===== config.mk =====
export PLATFORM = sky130hd
export DESIGN_NAME = com_uart
export DESIGN_NICKNAME = d
export VERILOG_FILES = /design/src/rtl/com_uart.sv
export SDC_FILE = /design/constraint.sdc
export NUM_CORES = 1
export LEC_CHECK = 0
export CAP_MARGIN = 30
export CORE_MARGIN = 1
export CORE_UTILIZATION = 39
export CTS_BUF_LIST = sky130_fd_sc_hd__clkbuf_16
export CTS_CLUSTER_SIZE = 20
export DETAILED_ROUTE_END_ITERATION = 10
export PLACE_DENSITY = 0.67
export SYNTH_ARGS = -nofsm -noshare
export SYNTH_HDL_FRONTEND = slang
export SYNTH_SLANG_ARGS = --single-unit

===== constraint.sdc =====
create_clock -name clk50M -period 5.39 [get_ports clk50M]
set_input_delay 1.078 -clock clk50M [delete_from_list [all_inputs] [get_ports clk50M]]
set_output_delay 1.078 -clock clk50M [all_outputs]
set_load 0.01 [all_outputs]

===== src/rtl/com_uart.sv =====
// com_uart: UART responder behind the CPU's COM data/status registers.
// Sends one 8N1 frame per write strobe and buffers the 8N1 frames it receives.
// Optional feature macro: COM_RX_FIFO_EN (receive FIFO instead of holding register).
//
// Ports:
//   clk50M           in   system clock, rising edge
//   rst              in   asynchronous active-high reset
//   com_data_out     in   byte to transmit
//   enable_com_write in   one-cycle transmit request
//   int_com_ack      in   read acknowledge, rising edge pops one byte
//   com_data_in      out  oldest unread received byte
//   com_read_ready   out  a received byte is waiting
//   com_write_ready  out  transmitter idle
//   uart_rxd         in   serial input (asynchronous)
//   uart_txd         out  serial output, idles high

module com_uart #(
    parameter int CLK_FREQ      = 50000000,
    parameter int BAUD          = 115200,
    parameter int RX_FIFO_DEPTH = 8
) (
    input  logic       clk50M,
    input  logic       rst,
    input  logic [7:0] com_data_out,
    input  logic       enable_com_write,
    input  logic       int_com_ack,
    output logic [7:0] com_data_in,
    output logic       com_read_ready,
    output logic       com_write_ready,
    input  logic       uart_rxd,
    output logic       uart_txd
);

    localparam int DIV = CLK_FREQ / BAUD;
    localparam int CW  = (DIV > 1) ? $clog2(DIV) : 1;
    localparam logic [CW-1:0] C_FULL = CW'(DIV - 1);
    localparam logic [CW-1:0] C_HALF = CW'(DIV / 2 - 1);

    if (RX_FIFO_DEPTH < 2 ||
        (RX_FIFO_DEPTH & (RX_FIFO_DEPTH - 1)) != 0) begin : g_depth_chk
        $error("com_uart: RX_FIFO_DEPTH must be a power of two >= 2");
    end

    // ------------------------------------------------------------
    // Transmitter
    // ------------------------------------------------------------
    typedef enum logic [1:0] {
        TX_IDLE,
        TX_START,
        TX_DATA,
        TX_STOP
    } tx_state_t;

    tx_state_t     r_tx_state;
    tx_state_t     w_tx_next;
    logic [CW-1:0] r_tx_cnt;
    logic [2:0]    r_tx_bit;
    logic [7:0]    r_tx_byte;
    logic          w_tx_tick;
    logic          w_txd;
    logic          w_tx_ready;

    assign w_tx_tick = (r_tx_cnt == '0);

    always_ff @(posedge clk50M or posedge rst) begin
        if (rst) begin
            r_tx_state <= TX_IDLE;
        end else begin
            r_tx_state <= w_tx_next;
        end
    end

    always_comb begin
        w_tx_next = r_tx_state;
        case (r_tx_state)
            TX_IDLE: begin
                if (enable_com_write) begin
                    w_tx_next = TX_START;
                end
            end
            TX_START: begin
                if (w_tx_tick) begin
                    w_tx_next = TX_DATA;
                end
            end
            TX_DATA: begin
                if (w_tx_tick && r_tx_bit == 3'd7) begin
                    w_tx_next = TX_STOP;
                end
            end
            TX_STOP: begin
                if (w_tx_tick) begin
                    w_tx_next = TX_IDLE;
                end
            end
            default: w_tx_next = TX_IDLE;
        endcase
    end

    always_comb begin
        w_txd      = 1'b1;
        w_tx_ready = 1'b0;
        case (r_tx_state)
            TX_IDLE:  w_tx_ready = 1'b1;
            TX_START: w_txd      = 1'b0;
            TX_DATA:  w_txd      = r_tx_byte[r_tx_bit];
            default:  w_txd      = 1'b1;
        endcase
    end

    // Counter is held at DIV-1 while idle so START gets a full bit time.
    always_ff @(posedge clk50M or posedge rst) begin
        if (rst) begin
            r_tx_cnt  <= '0;
            r_tx_bit  <= '0;
            r_tx_byte <= '0;
        end else if (r_tx_state == TX_IDLE) begin
            r_tx_cnt <= C_FULL;
            r_tx_bit <= '0;
            if (enable_com_write) begin
                r_tx_byte <= com_data_out;
            end
        end else if (w_tx_tick) begin
            r_tx_cnt <= C_FULL;
            if (r_tx_state == TX_DATA) begin
                r_tx_bit <= r_tx_bit + 3'd1;
            end
        end else begin
            r_tx_cnt <= r_tx_cnt - 1'b1;
        end
    end

    assign uart_txd        = w_txd;
    assign com_write_ready = w_tx_ready;

    // ------------------------------------------------------------
    // Receiver front end
    // ------------------------------------------------------------
    logic r_rx_meta;
    logic r_rx_sync;
    logic r_rx_prev;
    logic w_rx_fall;

    always_ff @(posedge clk50M or posedge rst) begin
        if (rst) begin
            r_rx_meta <= 1'b1;
            r_rx_sync <= 1'b1;
            r_rx_prev <= 1'b1;
        end else begin
            r_rx_meta <= uart_rxd;
            r_rx_sync <= r_rx_meta;
            r_rx_prev <= r_rx_sync;
        end
    end

    assign w_rx_fall = r_rx_prev & ~r_rx_sync;

    // ------------------------------------------------------------
    // Receiver FSM
    // ------------------------------------------------------------
    typedef enum logic [2:0] {
        RX_IDLE,
        RX_START,
        RX_DATA,
        RX_STOP,
        RX_WAIT_HIGH
    } rx_state_t;

    rx_state_t     r_rx_state;
    rx_state_t     w_rx_next;
    logic [CW-1:0] r_rx_cnt;
    logic [2:0]    r_rx_bit;
    logic [7:0]    r_rx_shift;
    logic          w_rx_tick;
    logic          w_rx_push;

    assign w_rx_tick = (r_rx_cnt == '0);

    always_ff @(posedge clk50M or posedge rst) begin
        if (rst) begin
            r_rx_state <= RX_IDLE;
        end else begin
            r_rx_state <= w_rx_next;
        end
    end

    always_comb begin
        w_rx_next = r_rx_state;
        case (r_rx_state)
            RX_IDLE: begin
                if (w_rx_fall) begin
                    w_rx_next = RX_START;
                end
            end
            RX_START: begin
                if (w_rx_tick) begin
                    w_rx_next = r_rx_sync ? RX_IDLE : RX_DATA;
                end
            end
            RX_DATA: begin
                if (w_rx_tick && r_rx_bit == 3'd7) begin
                    w_rx_next = RX_STOP;
                end
            end
            RX_STOP: begin
                if (w_rx_tick) begin
                    w_rx_next = r_rx_sync ? RX_IDLE : RX_WAIT_HIGH;
                end
            end
            RX_WAIT_HIGH: begin
                if (r_rx_sync) begin
                    w_rx_next = RX_IDLE;
                end
            end
            default: w_rx_next = RX_IDLE;
        endcase
    end

    always_comb begin
        w_rx_push = 1'b0;
        case (r_rx_state)
            RX_STOP: w_rx_push = w_rx_tick & r_rx_sync;
            default: w_rx_push = 1'b0;
        endcase
    end

    // Idle preloads the half-bit delay so START samples mid-bit.
    always_ff @(posedge clk50M or posedge rst) begin
        if (rst) begin
            r_rx_cnt   <= '0;
            r_rx_bit   <= '0;
            r_rx_shift <= '0;
        end else if (r_rx_state == RX_IDLE) begin
            r_rx_cnt <= C_HALF;
            r_rx_bit <= '0;
        end else if (w_rx_tick) begin
            r_rx_cnt <= C_FULL;
            if (r_rx_state == RX_DATA) begin
                r_rx_shift <= {r_rx_sync, r_rx_shift[7:1]};
                r_rx_bit   <= r_rx_bit + 3'd1;
            end
        end else begin
            r_rx_cnt <= r_rx_cnt - 1'b1;
        end
    end

    // ------------------------------------------------------------
    // Read acknowledge edge detect
    // ------------------------------------------------------------
    logic r_ack_d;
    logic w_empty;
    logic w_pop;

    always_ff @(posedge clk50M or posedge rst) begin
        if (rst) begin
            r_ack_d <= 1'b0;
        end else begin
            r_ack_d <= int_com_ack;
        end
    end

    assign w_pop = int_com_ack & ~r_ack_d & ~w_empty;

    // ------------------------------------------------------------
    // Receive buffer
    // ------------------------------------------------------------
`ifdef COM_RX_FIFO_EN
    localparam int AW = $clog2(RX_FIFO_DEPTH);

    logic [7:0] r_mem [RX_FIFO_DEPTH];
    logic [AW:0] r_wptr;
    logic [AW:0] r_rptr;
    logic        w_full;
    logic        w_wr;

    assign w_empty = (r_wptr == r_rptr);
    assign w_full  = (r_wptr[AW] != r_rptr[AW]) &&
                     (r_wptr[AW-1:0] == r_rptr[AW-1:0]);
    // A pop in the same cycle frees the slot the push lands in.
    assign w_wr    = w_rx_push & (~w_full | w_pop);

    always_ff @(posedge clk50M or posedge rst) begin
        if (rst) begin
            r_wptr <= '0;
            r_rptr <= '0;
            for (int i = 0; i < RX_FIFO_DEPTH; i++) begin
                r_mem[i] <= '0;
            end
        end else begin
            if (w_wr) begin
                r_mem[r_wptr[AW-1:0]] <= r_rx_shift;
                r_wptr <= r_wptr + 1'b1;
            end
            if (w_pop) begin
                r_rptr <= r_rptr + 1'b1;
            end
        end
    end

    assign com_data_in    = r_mem[r_rptr[AW-1:0]];
    assign com_read_ready = ~w_empty;
`else
    logic [7:0] r_hold;
    logic       r_hold_vld;
    logic       w_wr;

    assign w_empty = ~r_hold_vld;
    assign w_wr    = w_rx_push & (~r_hold_vld | w_pop);

    always_ff @(posedge clk50M or posedge rst) begin
        if (rst) begin
            r_hold     <= '0;
            r_hold_vld <= 1'b0;
        end else if (w_wr) begin
            r_hold     <= r_rx_shift;
            r_hold_vld <= 1'b1;
        end else if (w_pop) begin
            r_hold_vld <= 1'b0;
        end
    end

    assign com_data_in    = r_hold;
    assign com_read_ready = r_hold_vld;
`endif

endmodule


==> impl_metrics.ini <==
[worst_setup_path]
timing.critical_path.arrival_ns = 2.00
setup.worst_path.end_class = output pin
critPathMaxFanout = 8
worst_setup_path_startpoint = r_tx_state[0]
cp_data_required_time_ns = 4.31
r2r-start = r_rx_cnt[0]
worst_setup_path_start_kind = register
critical_path_class = reg -> out

[placement]
placedInstanceArea_um2 = 3150
portBuffers = 23
place.detailed.hpwl_mm = 3.49
gp_weighted_congestion = 0.809
inst_count_dp = 358

[route]
routed_wire_length_per_instance_um = 13.7
number_of_design_rule_violations_left_after_detail_routing = 0
drt_iter0_drcs = 85
route.antenna.remaining_nets = 0
detail_route.first_pass.iterations = 5
vias_per_cell = 5.37
dr_total_vias = 2009
postRouteWirelength_mm = 5.13

[finish]
areaGrowthSynthToFinish_pct = 23.0
design_area_um2 = 3470
finish.utilization = 0.502
filler_cell_count = 617
final_net_count = 296
final_cells = 374
post_route_cells_drive_above_1_share = 0.212
num_antenna_cells = 0

[pwr]
worst_ir_drop_vdd_v = 0.000221
p_leak_nw = 1.56
design_power_total_w = 0.00126
power_density_nw_per_um2 = 364

[floorplan]
placement_rows = 30
core_area_um2 = 6910
start_util = 0.408
die_area_um2 = 7570
io_count = 24
die_width_um = 87.0
die_height_um = 87.0

[logic_synthesis]
top_cell_types_by_occurrence_after_synthesis = dfrtp_1 (55), mux2_2 (27), nor2_1 (14)
yosys.cell_count.top_type = dfrtp_1
postSynth.topFlopCell = dfrtp_1
yosys.cell_types.count = 49
synth_area_leaders = dfrtp_1 (49%), mux2_2 (11%), ha_1 (4.4%)
postSynthCellCount = 244
yosysTopAreaCellShare = 0.488
synthesis.nets = 267
syn_area_per_cell_um2 = 11.6
synth-seq-area-share = 0.516
synth_enable_flop_cells = 0
ys_seq_elements = 58
synth_warnings = 0
synth_largest_area_cell = dfrtp_1
mapped_cell_area_um2 = 2820
async_flop_share = 1.00

[clocking]
hold_fix_buffers_at_cts = 0
clkSlewWorstSetupHoldPaths_ns = 0.05
cts_post_setup_buffers_inserted = 0
cts_made_buffers = 9
clock-root-buffer = clkbuf_16
tritoncts = yes
ctsResizeCount = 0
clock_sinks = 58
clkLatencyLatePin_ns = 0.32
cts-htree-levels = 3
clock_path_buffers = 2

[global_route]
globalRouteOverflowTotal = 0
antenna_found_initial = 0
grt_pass1_wl_mm = 9.03
grt_pass1_vias = 1911
groute.usage.overall = 0.155
maximum_number_of_pins_on_one_net_before_global_route_repair = 59

[sta]
finClkSkew_ns = 0.00486
fmax_mhz = 325
rsz0062_at_grt = false
worst-slew-pin-transition_ns = 0.928
layout_worst_path_cycle_share = 0.571
hold_viol_final = 0
layout_min_cycle_time_ns = 3.08
slew_violations = 0
fin_setup_tns_ns = 0
slew_headroom = 0.373
report.final.setup_viol = 0

[worst_hold_path]
holdCritPathClass = reg -> reg
hold_path_startpoint = r_rx_meta

[run]
drv_cap = 0

[run_status]
run_status = finished, final reports clean
## kinds of logic (layout without fill, tap and decap cells)
family | after synthesis | in the layout | share of synthesized area
adders and majority gates | 10 | 10 | 0.0444
buffers and inverters | 19 | 53 | 0.0288
xor gates and xnor gates | 4 | 4 | 0.0124
and+or+nand+nor | 80 | 80 | 0.167
AOI/OAI and AO/OA | 45 | 45 | 0.115
DFF | 58 | 58 | 0.516
muxes | 28 | 28 | 0.116
## flip-flops by register name, summed over array words and instances (netlist names)
name            cells
r_rx_cnt            9
r_tx_cnt            9
com_data_in         8
r_rx_shift          8
r_tx_byte           8
r_rx_bit            3
r_rx_state          3
r_tx_bit            3
r_tx_state          2
com_read_ready      1
r_ack_d             1
r_rx_meta           1
r_rx_prev           1
r_rx_sync           1
## worst max-delay path: stages, from the launching register on
cell and delay [ns]:
dfrtp_1 0.39, inv_1 0.12, ha_1 0.30, o221ai_1 0.15, o22ai_1 0.15, clkdlybuf4s50_1 0.56
## power by group
group          switching [W]  internal [W]
Clock               0.000194      0.000403
Combinational      0.0000761     0.0000656
Sequential         0.0000508      0.000473
## area by class of cell
cell class / count / area, um2 / area share
Multi-Input combinational cell: 167 / 1280 / 0.370
Inverter: 12 / 45.0 / 0.0130
Tap cell: 96 / 120 / 0.0346
Sequential cell: 58 / 1460 / 0.420
Clock inverter: 7 / 93.8 / 0.0271
Timing Repair Buffer: 25 / 245 / 0.0707
Clock buffer: 9 / 225 / 0.0650
## layer usage
metal	up-vias	wire length, um	track usage
met3	6	244	0.0464
met4	0	53	0.0621
met1	987	2380	0.202
li1	966	-	-
met2	50	2460	0.240
met5	-	0	0
## placed cells by master (no fill, tap or decap), drive strengths merged, types with 3 or more instances in the layout
master	count
dfrtp	55
mux2	27
clkdlybuf4s50	23
nor2	14
inv	12
nor3	11
nand2	10
o21ai	10
ha	10
clkbuf	9
a21oi	8
and3	5
or3	5
a31oi	5
nor2b	4
or4	4
xnor2	4
nor3b	4
nor4	3
nand2b	3
nand4	3
a221o	3
o211ai	3
dfstp	3
clkinv	3
## through the flow
step | setup slack, ns | hold WS, ns
detailed placement | 2.46 | 0.359
global route | 2.14 | 0.365
global placement | 2.50 | 0.363
CTS | 2.29 | 0.363
floorplan | 2.89 | 0.345
finish | 2.31 | 0.364
## worst paths after layout
kind | end | slack [ns] | cells after the start
setup / recovery | uart_txd | 2.31 | 5
hold / removal | r_rx_sync | 0.36 | 0
setup reg to reg | com_data_in[5] | 2.96 | 5
hold reg to reg | r_rx_sync | 0.36 | 0
max in group asynchronous | r_tx_cnt[0] | 3.63 | 3
min in group asynchronous | r_tx_state[1] | 1.27 | 3
(Power assumes the default switching activity.)
